### config.mk
export PLATFORM = sky130hd
export DESIGN_NAME = axi_mem_arbiter
export DESIGN_NICKNAME = d
export VERILOG_FILES = /design/src/rtl/axi_mem_arbiter.sv
export SDC_FILE = /design/constraint.sdc
export NUM_CORES = 1
export LEC_CHECK = 0
export ABC_AREA = 1
export BUFFER_PORTS_ARGS = -buffer_cell sky130_fd_sc_hd__buf_2
export CORE_AREA = 2 2 306 308
export CTS_CLUSTER_SIZE = 16
export DETAILED_ROUTE_END_ITERATION = 7
export DIE_AREA = 0 0 308 310
export GPL_ROUTABILITY_DRIVEN = 0
export SYNTH_ARGS = -nofsm -noshare
export SYNTH_HDL_FRONTEND = slang
export SYNTH_SLANG_ARGS = --single-unit
### constraint.sdc
create_clock -name clock -period 5.9 [get_ports clock]
set_input_delay 0.295 -clock clock [delete_from_list [all_inputs] [get_ports clock]]
set_output_delay 0.295 -clock clock [all_outputs]
set_load 0.02 [all_outputs]
### src/rtl/axi_mem_arbiter.sv
// axi_mem_arbiter: two-master AXI4 arbiter in front of a single DDR4 controller port.
// AR and AW are granted round-robin, one burst per grant; the grant index becomes the
// slave ID MSB and steers R/B responses back. Optional macro MEM_ARB_CALIB_GATE_EN adds
// a calib_done input that holds off new AR loads and new write grants until calibration.
module axi_mem_arbiter #(
    parameter int ADDR_W = 32,
    parameter int DATA_W = 64,
    parameter int ID_W   = 5
) (
    input  logic                  clock,
    input  logic                  reset_n,
`ifdef MEM_ARB_CALIB_GATE_EN
    input  logic                  calib_done,
`endif
    // master 0 read address
    input  logic                  m0_ar_valid,
    output logic                  m0_ar_ready,
    input  logic [ADDR_W-1:0]     m0_ar_addr,
    input  logic [ID_W-1:0]       m0_ar_id,
    input  logic [7:0]            m0_ar_len,
    input  logic [2:0]            m0_ar_size,
    input  logic [1:0]            m0_ar_burst,
    // master 0 write address
    input  logic                  m0_aw_valid,
    output logic                  m0_aw_ready,
    input  logic [ADDR_W-1:0]     m0_aw_addr,
    input  logic [ID_W-1:0]       m0_aw_id,
    input  logic [7:0]            m0_aw_len,
    input  logic [2:0]            m0_aw_size,
    input  logic [1:0]            m0_aw_burst,
    // master 0 write data
    input  logic                  m0_w_valid,
    input  logic [DATA_W-1:0]     m0_w_data,
    input  logic [DATA_W/8-1:0]   m0_w_strb,
    input  logic                  m0_w_last,
    output logic                  m0_w_ready,
    // master 0 read data
    output logic                  m0_r_valid,
    output logic [DATA_W-1:0]     m0_r_data,
    output logic [ID_W-1:0]       m0_r_id,
    output logic [1:0]            m0_r_resp,
    output logic                  m0_r_last,
    input  logic                  m0_r_ready,
    // master 0 write response
    output logic                  m0_b_valid,
    output logic [ID_W-1:0]       m0_b_id,
    output logic [1:0]            m0_b_resp,
    input  logic                  m0_b_ready,
    // master 1 read address
    input  logic                  m1_ar_valid,
    output logic                  m1_ar_ready,
    input  logic [ADDR_W-1:0]     m1_ar_addr,
    input  logic [ID_W-1:0]       m1_ar_id,
    input  logic [7:0]            m1_ar_len,
    input  logic [2:0]            m1_ar_size,
    input  logic [1:0]            m1_ar_burst,
    // master 1 write address
    input  logic                  m1_aw_valid,
    output logic                  m1_aw_ready,
    input  logic [ADDR_W-1:0]     m1_aw_addr,
    input  logic [ID_W-1:0]       m1_aw_id,
    input  logic [7:0]            m1_aw_len,
    input  logic [2:0]            m1_aw_size,
    input  logic [1:0]            m1_aw_burst,
    // master 1 write data
    input  logic                  m1_w_valid,
    input  logic [DATA_W-1:0]     m1_w_data,
    input  logic [DATA_W/8-1:0]   m1_w_strb,
    input  logic                  m1_w_last,
    output logic                  m1_w_ready,
    // master 1 read data
    output logic                  m1_r_valid,
    output logic [DATA_W-1:0]     m1_r_data,
    output logic [ID_W-1:0]       m1_r_id,
    output logic [1:0]            m1_r_resp,
    output logic                  m1_r_last,
    input  logic                  m1_r_ready,
    // master 1 write response
    output logic                  m1_b_valid,
    output logic [ID_W-1:0]       m1_b_id,
    output logic [1:0]            m1_b_resp,
    input  logic                  m1_b_ready,
    // slave read address
    output logic                  s_ar_valid,
    input  logic                  s_ar_ready,
    output logic [ADDR_W-1:0]     s_ar_addr,
    output logic [ID_W:0]         s_ar_id,
    output logic [7:0]            s_ar_len,
    output logic [2:0]            s_ar_size,
    output logic [1:0]            s_ar_burst,
    // slave write address
    output logic                  s_aw_valid,
    input  logic                  s_aw_ready,
    output logic [ADDR_W-1:0]     s_aw_addr,
    output logic [ID_W:0]         s_aw_id,
    output logic [7:0]            s_aw_len,
    output logic [2:0]            s_aw_size,
    output logic [1:0]            s_aw_burst,
    // slave write data
    output logic                  s_w_valid,
    output logic [DATA_W-1:0]     s_w_data,
    output logic [DATA_W/8-1:0]   s_w_strb,
    output logic                  s_w_last,
    input  logic                  s_w_ready,
    // slave read data
    input  logic                  s_r_valid,
    input  logic [DATA_W-1:0]     s_r_data,
    input  logic [ID_W:0]         s_r_id,
    input  logic [1:0]            s_r_resp,
    input  logic                  s_r_last,
    output logic                  s_r_ready,
    // slave write response
    input  logic                  s_b_valid,
    input  logic [ID_W:0]         s_b_id,
    input  logic [1:0]            s_b_resp,
    output logic                  s_b_ready
);

    typedef enum logic {
        W_IDLE = 1'b0,
        W_BUSY = 1'b1
    } w_state_t;

    logic     grant_en;

    // read address arbitration
    logic     ar_last_q;   // index of the master granted most recently
    logic     ar_sel;
    logic     ar_load;

    // write path
    w_state_t state_q;
    w_state_t state_d;
    logic     owner_q;
    logic     aw_last_q;
    logic     aw_sel;
    logic     aw_grant;
    logic     aw_done_q;
    logic     w_done_q;
    logic     aw_fire;
    logic     w_last_fire;
    logic     w_pass;

`ifdef MEM_ARB_CALIB_GATE_EN
    assign grant_en = calib_done;
`else
    assign grant_en = 1'b1;
`endif

    // AR round-robin pick; the slice accepts a new request when empty or draining this cycle
    always_comb begin
        if (m0_ar_valid && m1_ar_valid) begin
            ar_sel = ~ar_last_q;
        end else begin
            ar_sel = m1_ar_valid;
        end
        ar_load     = reset_n && grant_en && (m0_ar_valid || m1_ar_valid)
                      && (!s_ar_valid || s_ar_ready);
        m0_ar_ready = ar_load && !ar_sel;
        m1_ar_ready = ar_load && ar_sel;
    end

    // AR slice occupancy and RR pointer; reset points at m1 so m0 wins the first tie
    always_ff @(posedge clock or negedge reset_n) begin
        if (!reset_n) begin
            s_ar_valid <= 1'b0;
            ar_last_q  <= 1'b1;
        end else if (ar_load) begin
            s_ar_valid <= 1'b1;
            ar_last_q  <= ar_sel;
        end else if (s_ar_ready) begin
            s_ar_valid <= 1'b0;
        end
    end

    // AR slice payload; qualified by s_ar_valid so it needs no reset
    always_ff @(posedge clock) begin
        if (ar_load) begin
            s_ar_addr  <= ar_sel ? m1_ar_addr  : m0_ar_addr;
            s_ar_id    <= ar_sel ? {1'b1, m1_ar_id} : {1'b0, m0_ar_id};
            s_ar_len   <= ar_sel ? m1_ar_len   : m0_ar_len;
            s_ar_size  <= ar_sel ? m1_ar_size  : m0_ar_size;
            s_ar_burst <= ar_sel ? m1_ar_burst : m0_ar_burst;
        end
    end

    // AW round-robin pick; a grant is only possible from IDLE so W order follows AW order
    always_comb begin
        if (m0_aw_valid && m1_aw_valid) begin
            aw_sel = ~aw_last_q;
        end else begin
            aw_sel = m1_aw_valid;
        end
        aw_grant    = reset_n && grant_en && (state_q == W_IDLE)
                      && (m0_aw_valid || m1_aw_valid);
        aw_fire     = s_aw_valid && s_aw_ready;
        w_last_fire = s_w_valid && s_w_ready && s_w_last;
    end

    // write FSM state register
    always_ff @(posedge clock or negedge reset_n) begin
        if (!reset_n) begin
            state_q <= W_IDLE;
        end else begin
            state_q <= state_d;
        end
    end

    // write FSM next state: BUSY ends once both the AW and the last W beat have gone out
    always_comb begin
        state_d = state_q;
        case (state_q)
            W_IDLE: begin
                if (aw_grant) begin
                    state_d = W_BUSY;
                end
            end
            W_BUSY: begin
                if ((aw_done_q || aw_fire) && (w_done_q || w_last_fire)) begin
                    state_d = W_IDLE;
                end
            end
            default: state_d = W_IDLE;
        endcase
    end

    // write FSM outputs: AW ready pulse in IDLE, owner-only W pass-through in BUSY
    always_comb begin
        w_pass      = (state_q == W_BUSY) && !w_done_q;
        m0_aw_ready = aw_grant && !aw_sel;
        m1_aw_ready = aw_grant && aw_sel;
        s_w_valid   = w_pass && (owner_q ? m1_w_valid : m0_w_valid);
        s_w_data    = owner_q ? m1_w_data : m0_w_data;
        s_w_strb    = owner_q ? m1_w_strb : m0_w_strb;
        s_w_last    = owner_q ? m1_w_last : m0_w_last;
        m0_w_ready  = w_pass && !owner_q && s_w_ready;
        m1_w_ready  = w_pass && owner_q && s_w_ready;
    end

    // AW slice occupancy, burst owner, RR pointer and the two completion flags
    always_ff @(posedge clock or negedge reset_n) begin
        if (!reset_n) begin
            s_aw_valid <= 1'b0;
            owner_q    <= 1'b0;
            aw_last_q  <= 1'b1;
            aw_done_q  <= 1'b0;
            w_done_q   <= 1'b0;
        end else if (aw_grant) begin
            s_aw_valid <= 1'b1;
            owner_q    <= aw_sel;
            aw_last_q  <= aw_sel;
            aw_done_q  <= 1'b0;
            w_done_q   <= 1'b0;
        end else if (state_q == W_BUSY) begin
            if (aw_fire) begin
                s_aw_valid <= 1'b0;
                aw_done_q  <= 1'b1;
            end
            if (w_last_fire) begin
                w_done_q <= 1'b1;
            end
            if (state_d == W_IDLE) begin
                aw_done_q <= 1'b0;
                w_done_q  <= 1'b0;
            end
        end
    end

    // AW slice payload; qualified by s_aw_valid so it needs no reset
    always_ff @(posedge clock) begin
        if (aw_grant) begin
            s_aw_addr  <= aw_sel ? m1_aw_addr  : m0_aw_addr;
            s_aw_id    <= aw_sel ? {1'b1, m1_aw_id} : {1'b0, m0_aw_id};
            s_aw_len   <= aw_sel ? m1_aw_len   : m0_aw_len;
            s_aw_size  <= aw_sel ? m1_aw_size  : m0_aw_size;
            s_aw_burst <= aw_sel ? m1_aw_burst : m0_aw_burst;
        end
    end

    // R and B responses steered back by the ID MSB; payload is broadcast, valid is not
    always_comb begin
        m0_r_valid = reset_n && s_r_valid && !s_r_id[ID_W];
        m1_r_valid = reset_n && s_r_valid && s_r_id[ID_W];
        m0_r_data  = s_r_data;
        m1_r_data  = s_r_data;
        m0_r_id    = s_r_id[ID_W-1:0];
        m1_r_id    = s_r_id[ID_W-1:0];
        m0_r_resp  = s_r_resp;
        m1_r_resp  = s_r_resp;
        m0_r_last  = s_r_last;
        m1_r_last  = s_r_last;
        s_r_ready  = reset_n && (s_r_id[ID_W] ? m1_r_ready : m0_r_ready);
        m0_b_valid = reset_n && s_b_valid && !s_b_id[ID_W];
        m1_b_valid = reset_n && s_b_valid && s_b_id[ID_W];
        m0_b_id    = s_b_id[ID_W-1:0];
        m1_b_id    = s_b_id[ID_W-1:0];
        m0_b_resp  = s_b_resp;
        m1_b_resp  = s_b_resp;
        s_b_ready  = reset_n && (s_b_id[ID_W] ? m1_b_ready : m0_b_ready);
    end

endmodule

# Word-level counts from Yosys, hierarchy flattened
# Index checks and enable logic that the tools add are counted.
[totals] n_memories=0 in_bits=444 register_bits=110 ramBits=0 elab_cells=103 rom_bits=0 out_inout_bits=348 latchBits=0
[op_classes] bitwise=3 multipliers=0 n_lt_le_gt_ge=0 n_addsub=0 shift=0 n_mux=34 n_reduce_logical=46 div_mod_pow=0 eq_ne=2
[op_table] operator="$mux 32" n=2
[op_table] operator="$mux 64" n=1
[op_table] operator="$logic_and 1x1->1" n=28
[op_table] operator="$mux 8" n=3
[op_table] operator="$mux 1" n=21
[op_table] operator="$mux 6" n=2
[op_table] operator="$logic_not 1->1" n=7
[op_table] operator="$mux 3" n=2
[op_table] operator="$ne 3x1->1 const B" n=2
[op_table] operator="$reduce_and 2->1" n=3
[op_table] operator="$reduce_bool 2->1" n=3
[op_table] operator="$logic_or 1x1->1" n=5
[op_table] operator="$mux 2" n=2
[op_table] operator="$not 1->1" n=3
[op_table] operator="$pmux 1 s2" n=1

# Logic depth before layout (Yosys ltp)
# Gate-level depths: netlist of the first run.
[logic_depth] depth_word=12 depth_mapped=9 depth_no_buf=9

# Least setup slack after synthesis of the first run
# Ideal clock, no wire load.
[synth_path] path_type="reg2out" from="reg state_q" to="out m1_aw_ready" path_stages_with_launch=6 path_slack_ns=3.589 arrival_time_ns=2.016 path_buffers=0 cell_sequence="dfrtp_1 inv_1 nand2_2 inv_1 nand2_1 inv_1"
[synth_between] elab_chain_cells=4
[synth_rtl] item="start: declaration" line_no="132" source="w_state_t state_q;"
[synth_rtl] item="start signal: assignment" line_no="205" source="state_q <= state_d;"
[synth_rtl] item="$not 1->1"
[synth_rtl] item="$logic_and 1x1->1" line_no="194" source="aw_grant = reset_n && grant_en && (state_q == W_IDLE)"
[synth_rtl] item="$logic_and 1x1->1" line_no="195" source="&& (m0_aw_valid || m1_aw_valid);"
[synth_rtl] item="net aw_grant" line_no="137" source="logic aw_grant;"
[synth_rtl] item="$logic_and 1x1->1" line_no="231" source="m1_aw_ready = aw_grant && aw_sel;"
[synth_rtl] item="end: declaration" line_no="59" source="output logic m1_aw_ready,"
# The timed path passes the listed nets, and every way through them passes these cells.

# Final worst setup path of the first run
[layout_path] from="reg owner_q" to="out s_w_valid"
[layout_between] elab_chain_cells=2
[layout_rtl] item="start: declaration" line_no="134" source="logic owner_q;"
[layout_rtl] item="start signal: assignment" line_no="250" source="owner_q <= aw_sel;"
[layout_rtl] item="$mux 1" line_no="232" source="s_w_valid = w_pass && (owner_q ? m1_w_valid : m0_w_valid);"
[layout_rtl] item="$logic_and 1x1->1" line_no="232"
[layout_rtl] item="end: declaration" line_no="100" source="output logic s_w_valid,"
# No other way between the ends.

==> key figures, run 1 <==
Cells and area
  – Fillers: 10.78k
  – Multi-input gate area: 2178 um^2
  – Reg area: 3267 um^2
  – Area Growth Syn to Fin: 47.31%
  – Fin cells: 2,480
  – Layout cell share with drive strength beyond 1: 45.93%
  – Final #Nets: 1,717

Pwr
  – Power Dens Cells: 197.5 nW/um^2
  – Sw Ratio: 32.24%
  – Worst vdd ir: 140.4 uV
  – NetSw: 0.6457 mW
  – Static leakage: 5.079 nW
  – Clock power share: 31.8%
  – Power share of the combinational group: 23.0%
  – Flop pwr share: 45.2%
  – Overall power: 2.002 mW
  – Internal power: 1.357 mW

Worst setup path
  – CP startpoint kind: flip-flop
  – Crit path kind: reg2out
  – Worst-path fanout max: 76
  – Data arrival, critical path: 2.82 ns
  – R2R setup slack: 3.10 ns
  – WP data required: 5.61 ns
  – CP Capture Type: output pin

STA
  – Max-slew violations: 0
  – Final-report hold violation count: 0
  – Clock skew: 0.01939 ns
  – Max-Slew Margin vs Limit: 29.63%
  – Setup violations, final: 0
  – RSZ-0062 raised after global routing: false
  – Tmin final: 3.117 ns
  – Worst slew pin tran: 1.056 ns
  – Tightest hold margin: 0.08984 ns
  – Final setup TNS: 0 ns
  – Max Fclk: 320.9 MHz
  – Period Utilization, post-route: 52.82%
  – Fin worst setup slack: 2.783 ns

Drt
  – Routed WL: 52,770 um
  – Post-DRT Antenna Nets: 0
  – Vias/cell: 2.885
  – Vias: 7,154
  – DR pass1 iterations: 4
  – Residual DRC: 0
  – DRT iter0 DRCs: 391
  – DR WL/cell: 21.28 um

Floorplan
  – Die X: 308 um
  – Die ar.: 95,480 um^2
  – Die Y: 310 um
  – Num rows: 112
  – I/O pins: 792
  – Core box area: 92,490 um^2
  – Starting Density: 7.440%

GRT
  – Initial antenna violation count: 24
  – Vias in the first global route: 6,390
  – GR Overflow Total: 0
  – First-pass GRT wire length: 63,150 um
  – Largest net degree at the start of global routing: 77
  – All-Layer GR Usage: 10.38%

Synthesis
  – Register area share after synthesis: 47.45%
  – Cells after synthesis: 895
  – Synth unique cells: 17
  – Avg Cell Area, Syn: 7.689 um^2
  – Synth top area share: 44.51%
  – Warnings, synthesis: 0
  – Yosys reg bits: 110
  – Syn_nets: 1,339
  – Mapped Area: 6882 um^2
  – Dominant cell type by area after synthesis: edfxtp_1
  – Dominant cells by area after synthesis: edfxtp_1 45%, nand2_1 29%, buf_4 17%, buf_2 2.5%, dfrtp_1 2.2%

Placed design
  – Setup WS pre-CTS: 3.007 ns
  – PortBufs: 554
  – HPWL Detailed: 47,380 um
  – Inst Count DP: 2,458

Clocking
  – Clock Latency Late Sink: 0.39 ns
  – Root Buffer: clkbuf_16
  – Num CTS Buffers: 9
  – Clock Sinks: 110
  – Clock Path Buffers: 2
  – Worst-path clk slew: 0.10 ns
  – Htree depth: 3
  – Post-CTS setup buffer count: 0
  – CTS tree: built

Outcome
  – Status: finished, final reports clean

Flow run
  – Max Cap Violations: 0

Hold path
  – HP Class: in2reg
-- area by class of cell --
cell class / instances / share of cell area (%)
clock inverter: 5 / 0.4443
inverter: 20 / 0.7529
tap: 1197 / 14.77
sequential: 110 / 32.23
clock buffer: 11 / 2.296
multi-input combinational: 571 / 21.49
timing repair buffer: 561 / 27.89
antenna: 5 / 0.1234
-- sequential cells by signal, indices dropped and copies added (netlist names), 2 cells and up --
name	flops
s_ar_burst	2
s_ar_addr	32
s_aw_size	3
s_aw_addr	32
s_ar_size	3
s_aw_burst	2
s_ar_len	8
s_aw_id	6
s_aw_len	8
s_ar_id	6
-- synth_stat cells (all sizes together) --
| cell | count |
|---|---|
| nand2 | 540 |
| buf | 193 |
| edfxtp | 102 |
| inv | 20 |
| nor2 | 16 |
| dfrtp | 6 |
| nor3 | 6 |
| o21ai | 4 |
| a21oi | 3 |
| dfstp | 2 |
| a21boi | 1 |
| clkbuf | 1 |
| nand3b | 1 |
-- logic make-up (layout without fill, tap and decap cells) --
family,after synthesis,in the layout,share of synthesized area [%]
AO/OA/AOI/OAI,8,8,0.6728
flip-flops,110,110,47.45
buffers and inverters,214,597,20.93
other,0,5,0
AND/OR/NAND/NOR,563,563,30.95
-- critical path, cell delays in order (launching register included) --
cell,delay (ns)
dfrtp_2,0.40
buf_4,0.30
inv_2,0.58
buf_4,0.49
nand2_1,0.13
a21oi_2,0.18
buf_2,0.20
-- worst paths after layout --
check	start	end	depth (start not counted)
max	owner_q$_DFFE_PN0N_	s_w_valid	6
min	s_aw_ready	s_aw_valid$_DFFE_PN0P_	2
min in group asynchronous	reset_n	s_ar_valid$_DFFE_PN0P_	2
max reg2reg	owner_q$_DFFE_PN0N_	aw_done_q$_DFFE_PN0P_	10
min reg2reg	ar_last_q$_DFFE_PN1P_	ar_last_q$_DFFE_PN1P_	2
max in group asynchronous	reset_n	aw_last_q$_DFFE_PN1N_	2
-- routing by layer --
metal / routed length [um] / vias up / global-route usage [%]
met2: 24400 / 630 / 17.01
met5: 56 / - / 0
met3: 7474 / 71 / 6.253
met1: 19680 / 3089 / 11.18
met4: 1153 / 8 / 3.018
li1: - / 3356 / -
-- power by group through the flow --
stage	clock (mW)	sequential [mW]	combinational, mW
final	0.637	0.905	0.461
after floorplan	0	0.960	0.315
after CTS	0.676	0.905	0.470
after global routing	0.702	0.907	0.505
after detailed placement	0	0.922	0.467
after global placement	0	0.921	0.468
-- cells in the final DEF, fill, tap and decap left out, types with 2 or more instances in the layout --
| master | synthesis | final |
|---|---|---|
| nor2_1 | 16 | 16 |
| o21ai_0 | 4 | 4 |
| buf_4 | 158 | 6 |
| edfxtp_1 | 102 | 102 |
| inv_2 | 4 | 5 |
| buf_2 | 35 | 554 |
| clkinv_4 | 0 | 3 |
| dfrtp_1 | 6 | 5 |
| a21oi_1 | 2 | 2 |
| nand2_2 | 2 | 3 |
| inv_1 | 16 | 14 |
| nor3_1 | 6 | 6 |
| dfstp_2 | 2 | 2 |
| clkbuf_16 | 0 | 9 |
| diode_2 | 0 | 5 |
| nand2_1 | 538 | 537 |
| clkbuf_1 | 1 | 2 |
-- stage by stage --
stage / instance area (um^2) / utilization, %
after CTS: 10120 / 10.95
after global placement: 9837 / 10.64
after floorplan: 6882 / -
final: 10140 / 10.96
after detailed placement: 9837 / 10.64
after global routing: 10140 / 10.96
-- what timing repair did --
item / in CTS / in global routing
hold buffers: 1 / 0
resized for setup: 0 / 0
hold endpoints to repair: 6 / 0
(Power assumes the default switching activity.)
==> run 2: changes to the inputs <==
==> constraint.sdc (replaced) <==
create_clock -name clock -period 2.5 [get_ports clock]
set_input_delay 0.125 -clock clock [delete_from_list [all_inputs] [get_ports clock]]
set_output_delay 0.125 -clock clock [all_outputs]
set_load 0.02 [all_outputs]
==> key figures, run 2 (synthesized netlist as in run 1, its figures left out) <==
Outcome
  – Status: finished, final reports clean (unchanged)

Worst setup path
  – CP startpoint kind: flip-flop (unchanged)
  – Worst R2R Start: aw_last_q$_DFFE_PN1N_ (was owner_q$_DFFE_PN0N_)
  – Buf/Inv on CP: 3 (was 4)
  – R2R setup slack: 0.27 ns (was 3.10 ns)
  – WP data required: 2.38 ns (was 5.61 ns)
  – Crit path kind: reg2out (unchanged)
  – Crit path largest cell delay: 0.63 ns (was 0.58 ns)
  – Crit-path cells: nand2_1 > nand2_2 > inv_2 > buf_4 > nor2_2 > buf_2 (was buf_4 > inv_2 > buf_4 > nand2_1 > a21oi_2 > buf_2)
  – Worst R2R Path Depth: 7 (was 10)
  – Worst r2r dst: s_aw_addr[6]$_DFFE_PN_ (was aw_done_q$_DFFE_PN0P_)
  – Worst-path cell with the longest stage delay: dfstp_2 (was inv_2)
  – Family with the most delay on the worst path: flip-flops (was buffers and inverters)
  – CP Capture Type: output pin (unchanged)
  – Worst-path fanout max: 51 (was 76)
  – Data arrival, critical path: 2.15 ns (was 2.82 ns)

Flow run
  – Max Cap Violations: 0 (unchanged)

Cells and area
  – Fillers: 10.59k (was 10.78k)
  – Most common cell after layout, fill and taps aside: buf_2 (unchanged)
  – Reg area: 3267 um^2 (unchanged)
  – Multi-input gate area: 2181 um^2 (was 2178 um^2)
  – Layout cell share with drive strength beyond 1: 41.10% (was 45.93%)
  – Area Growth Syn to Fin: 73.67% (was 47.31%)
  – Largest regs: s_ar_addr x32, s_aw_addr x32 (unchanged)
  – Most frequent cells in the layout: 548 x buf_2, 537 x nand2_1, 167 x dlygate4sd3_1 (was 554 x buf_2, 537 x nand2_1, 102 x edfxtp_1)
  – Final #Nets: 1,889 (was 1,717)

STA
  – Final-report hold violation count: 0 (unchanged)
  – Tmin final: 2.271 ns
  – RSZ-0062 raised after global routing: false (unchanged)
  – Worst slew pin tran: 0.9013 ns (was 1.056 ns)
  – Max-slew violations: 0 (unchanged)
  – Final setup TNS: 0 ns (unchanged)
  – Period Utilization, post-route: 90.86%
  – Setup violations, final: 0 (unchanged)
  – Max Fclk: 440.2 MHz
  – Clock skew: 0.01180 ns (was 0.01939 ns)
  – Max-Slew Margin vs Limit: 39.91% (was 29.63%)

GRT
  – GR Overflow Total: 0 (unchanged)
  – All-Layer GR Usage: 10.60% (was 10.38%)
  – Initial antenna violation count: 13 (was 24)
  – Largest net degree at the start of global routing: 53 (was 77)
  – First-pass GRT wire length: 66,030 um (was 63,150 um)
  – Vias in the first global route: 7,459 (was 6,390)

Clocking
  – Clock Path Buffers: 2 (unchanged)
  – Htree depth: 3 (unchanged)
  – Root Buffer: clkbuf_16 (unchanged)
  – Num CTS Buffers: 9 (unchanged)
  – Worst-path clk slew: 0.09 ns (was 0.10 ns)
  – CTS tree: built (unchanged)
  – Clock Latency Late Sink: 0.39 ns (about the same)
  – Clock Sinks: 110 (unchanged)

Pwr
  – Power Dens Cells: 419.0 nW/um^2 (was 197.5 nW/um^2)
  – Overall power: 5.008 mW (was 2.002 mW)
  – Worst vdd ir: 328.2 uV (was 140.4 uV)
  – Static leakage: 5.862 nW (was 5.079 nW)

Drt
  – DR pass1 iterations: 5 (was 4)
  – Residual DRC: 0 (unchanged)
  – Routed WL: 54,030 um (was 52,770 um)
  – DR WL/cell: 20.38 um (was 21.28 um)
  – Vias: 7,833 (was 7,154)
  – DRT iter0 DRCs: 291 (was 391)
  – Post-DRT Antenna Nets: 0 (unchanged)
  – Vias/cell: 2.955 (was 2.885)

Hold path
  – Hold Path Depth: 3 (was 2)
  – HP Class: in2reg (unchanged)
  – Hold Crit Start: m0_aw_len[4] (was s_aw_ready)
  – Worst Hold Endpoint: s_aw_len[4]$_DFFE_PN_ (was s_aw_valid$_DFFE_PN0P_)

Floorplan
  – Core box area: 92,490 um^2 (unchanged)
  – Starting Density: 7.440% (unchanged)
  – Die Y: 310 um (unchanged)
  – Num rows: 112 (unchanged)
  – Die ar.: 95,480 um^2 (unchanged)
  – I/O pins: 792 (unchanged)
  – Die X: 308 um (unchanged)

Placed design
  – HPWL Detailed: 46,950 um (was 47,380 um)
  – PortBufs: 554 (unchanged)
-- run 2: cell types whose count changed in the layout (fill, tap and decap cells not counted) --
cell,before,now
clkbuf_1,2,0
clkinvlp_4,1,2
buf_12,0,7
clkinv_4,3,2
diode_2,5,4
dlygate4sd3_1,1,167
buf_2,554,548
nor2_2,0,1
buf_4,6,11
inv_6,0,1
clkinv_2,1,2
nor2_1,16,15
-- run 2: layer usage --
| layer | part of all wire, % | global-route usage [%] | vias to the layer above |
|---|---|---|---|
| li1 | - | - | 3706 |
| met1 | 38 | 11.43 | 3473 |
| met2 | 46 | 17.70 | 577 |
| met3 | 13 | 5.735 | 71 |
| met4 | 3.1 | 3.358 | 6 |
| met5 | 0.10 | 0.2528 | - |
-- run 2: layout make-up --
class / count / share of cell area (%)
sequential: 110 / 27.33
inverter: 20 / 0.6386
clock inverter: 7 / 0.4816
clock buffer: 9 / 1.884
multi-input combinational: 571 / 18.25
antenna: 4 / 0.08375
tap: 1197 / 12.53
timing repair buffer: 733 / 38.80
-- run 2: how the worst max path moves through the flow --
| stage | start | to | slack (ns) | depth (start not counted) |
|---|---|---|---|---|
| after floorplan | state_q$_DFF_PN0_ | m1_aw_ready | 0.36 | 5 |
| after global placement | aw_last_q$_DFFE_PN1N_ | m0_aw_ready | 0.49 | 6 |
| after detailed placement | aw_last_q$_DFFE_PN1N_ | m0_aw_ready | 0.55 | 6 |
| after CTS | aw_last_q$_DFFE_PN1N_ | m0_aw_ready | 0.06 | 6 |
| after global routing | aw_last_q$_DFFE_PN1N_ | m0_aw_ready | 0.06 | 6 |
| final | aw_last_q$_DFFE_PN1N_ | m0_aw_ready | 0.23 | 6 |
-- run 2: where the power goes --
group	switching (mW)	total, mW	internal [mW]
Sequential	0.0175	2.13	2.11
Combinational	0.716	1.36	0.645
Clock	0.823	1.51	0.691
Total	1.56	5.01	3.45
-- run 2: per-stage QoR --
stage	cell area [um^2]	hold WS, ns	cells	util [%]	worst slack (ns)
after floorplan	6882	-0.1706	895	-	0.3591
after global placement	9985	0.1496	2464	10.80	0.4898
after detailed placement	9985	0.1479	2464	10.80	0.5497
after CTS	11940	0.0004774	2647	12.91	0.05688
after global routing	11940	0.02145	2648	12.91	0.06310
final	11950	0.04411	2651	12.92	0.2286
-- run 2: worst reg2reg max path, stage by stage (launching register included) --
cell and delay (ns):
dfstp_2 0.63, nand2_1 0.09, nand2_2 0.08, inv_2 0.07, buf_4 0.31, nand2_1 0.19
nand2_1 0.07, dlygate4sd3_1 0.55
-- run 2: timing repair --
item,in CTS,in global routing
hold buffers,167,0
resized for setup,0,1
endpoints found under the setup margin,0,1
setup buffers,0,0
hold endpoints to repair,103,0
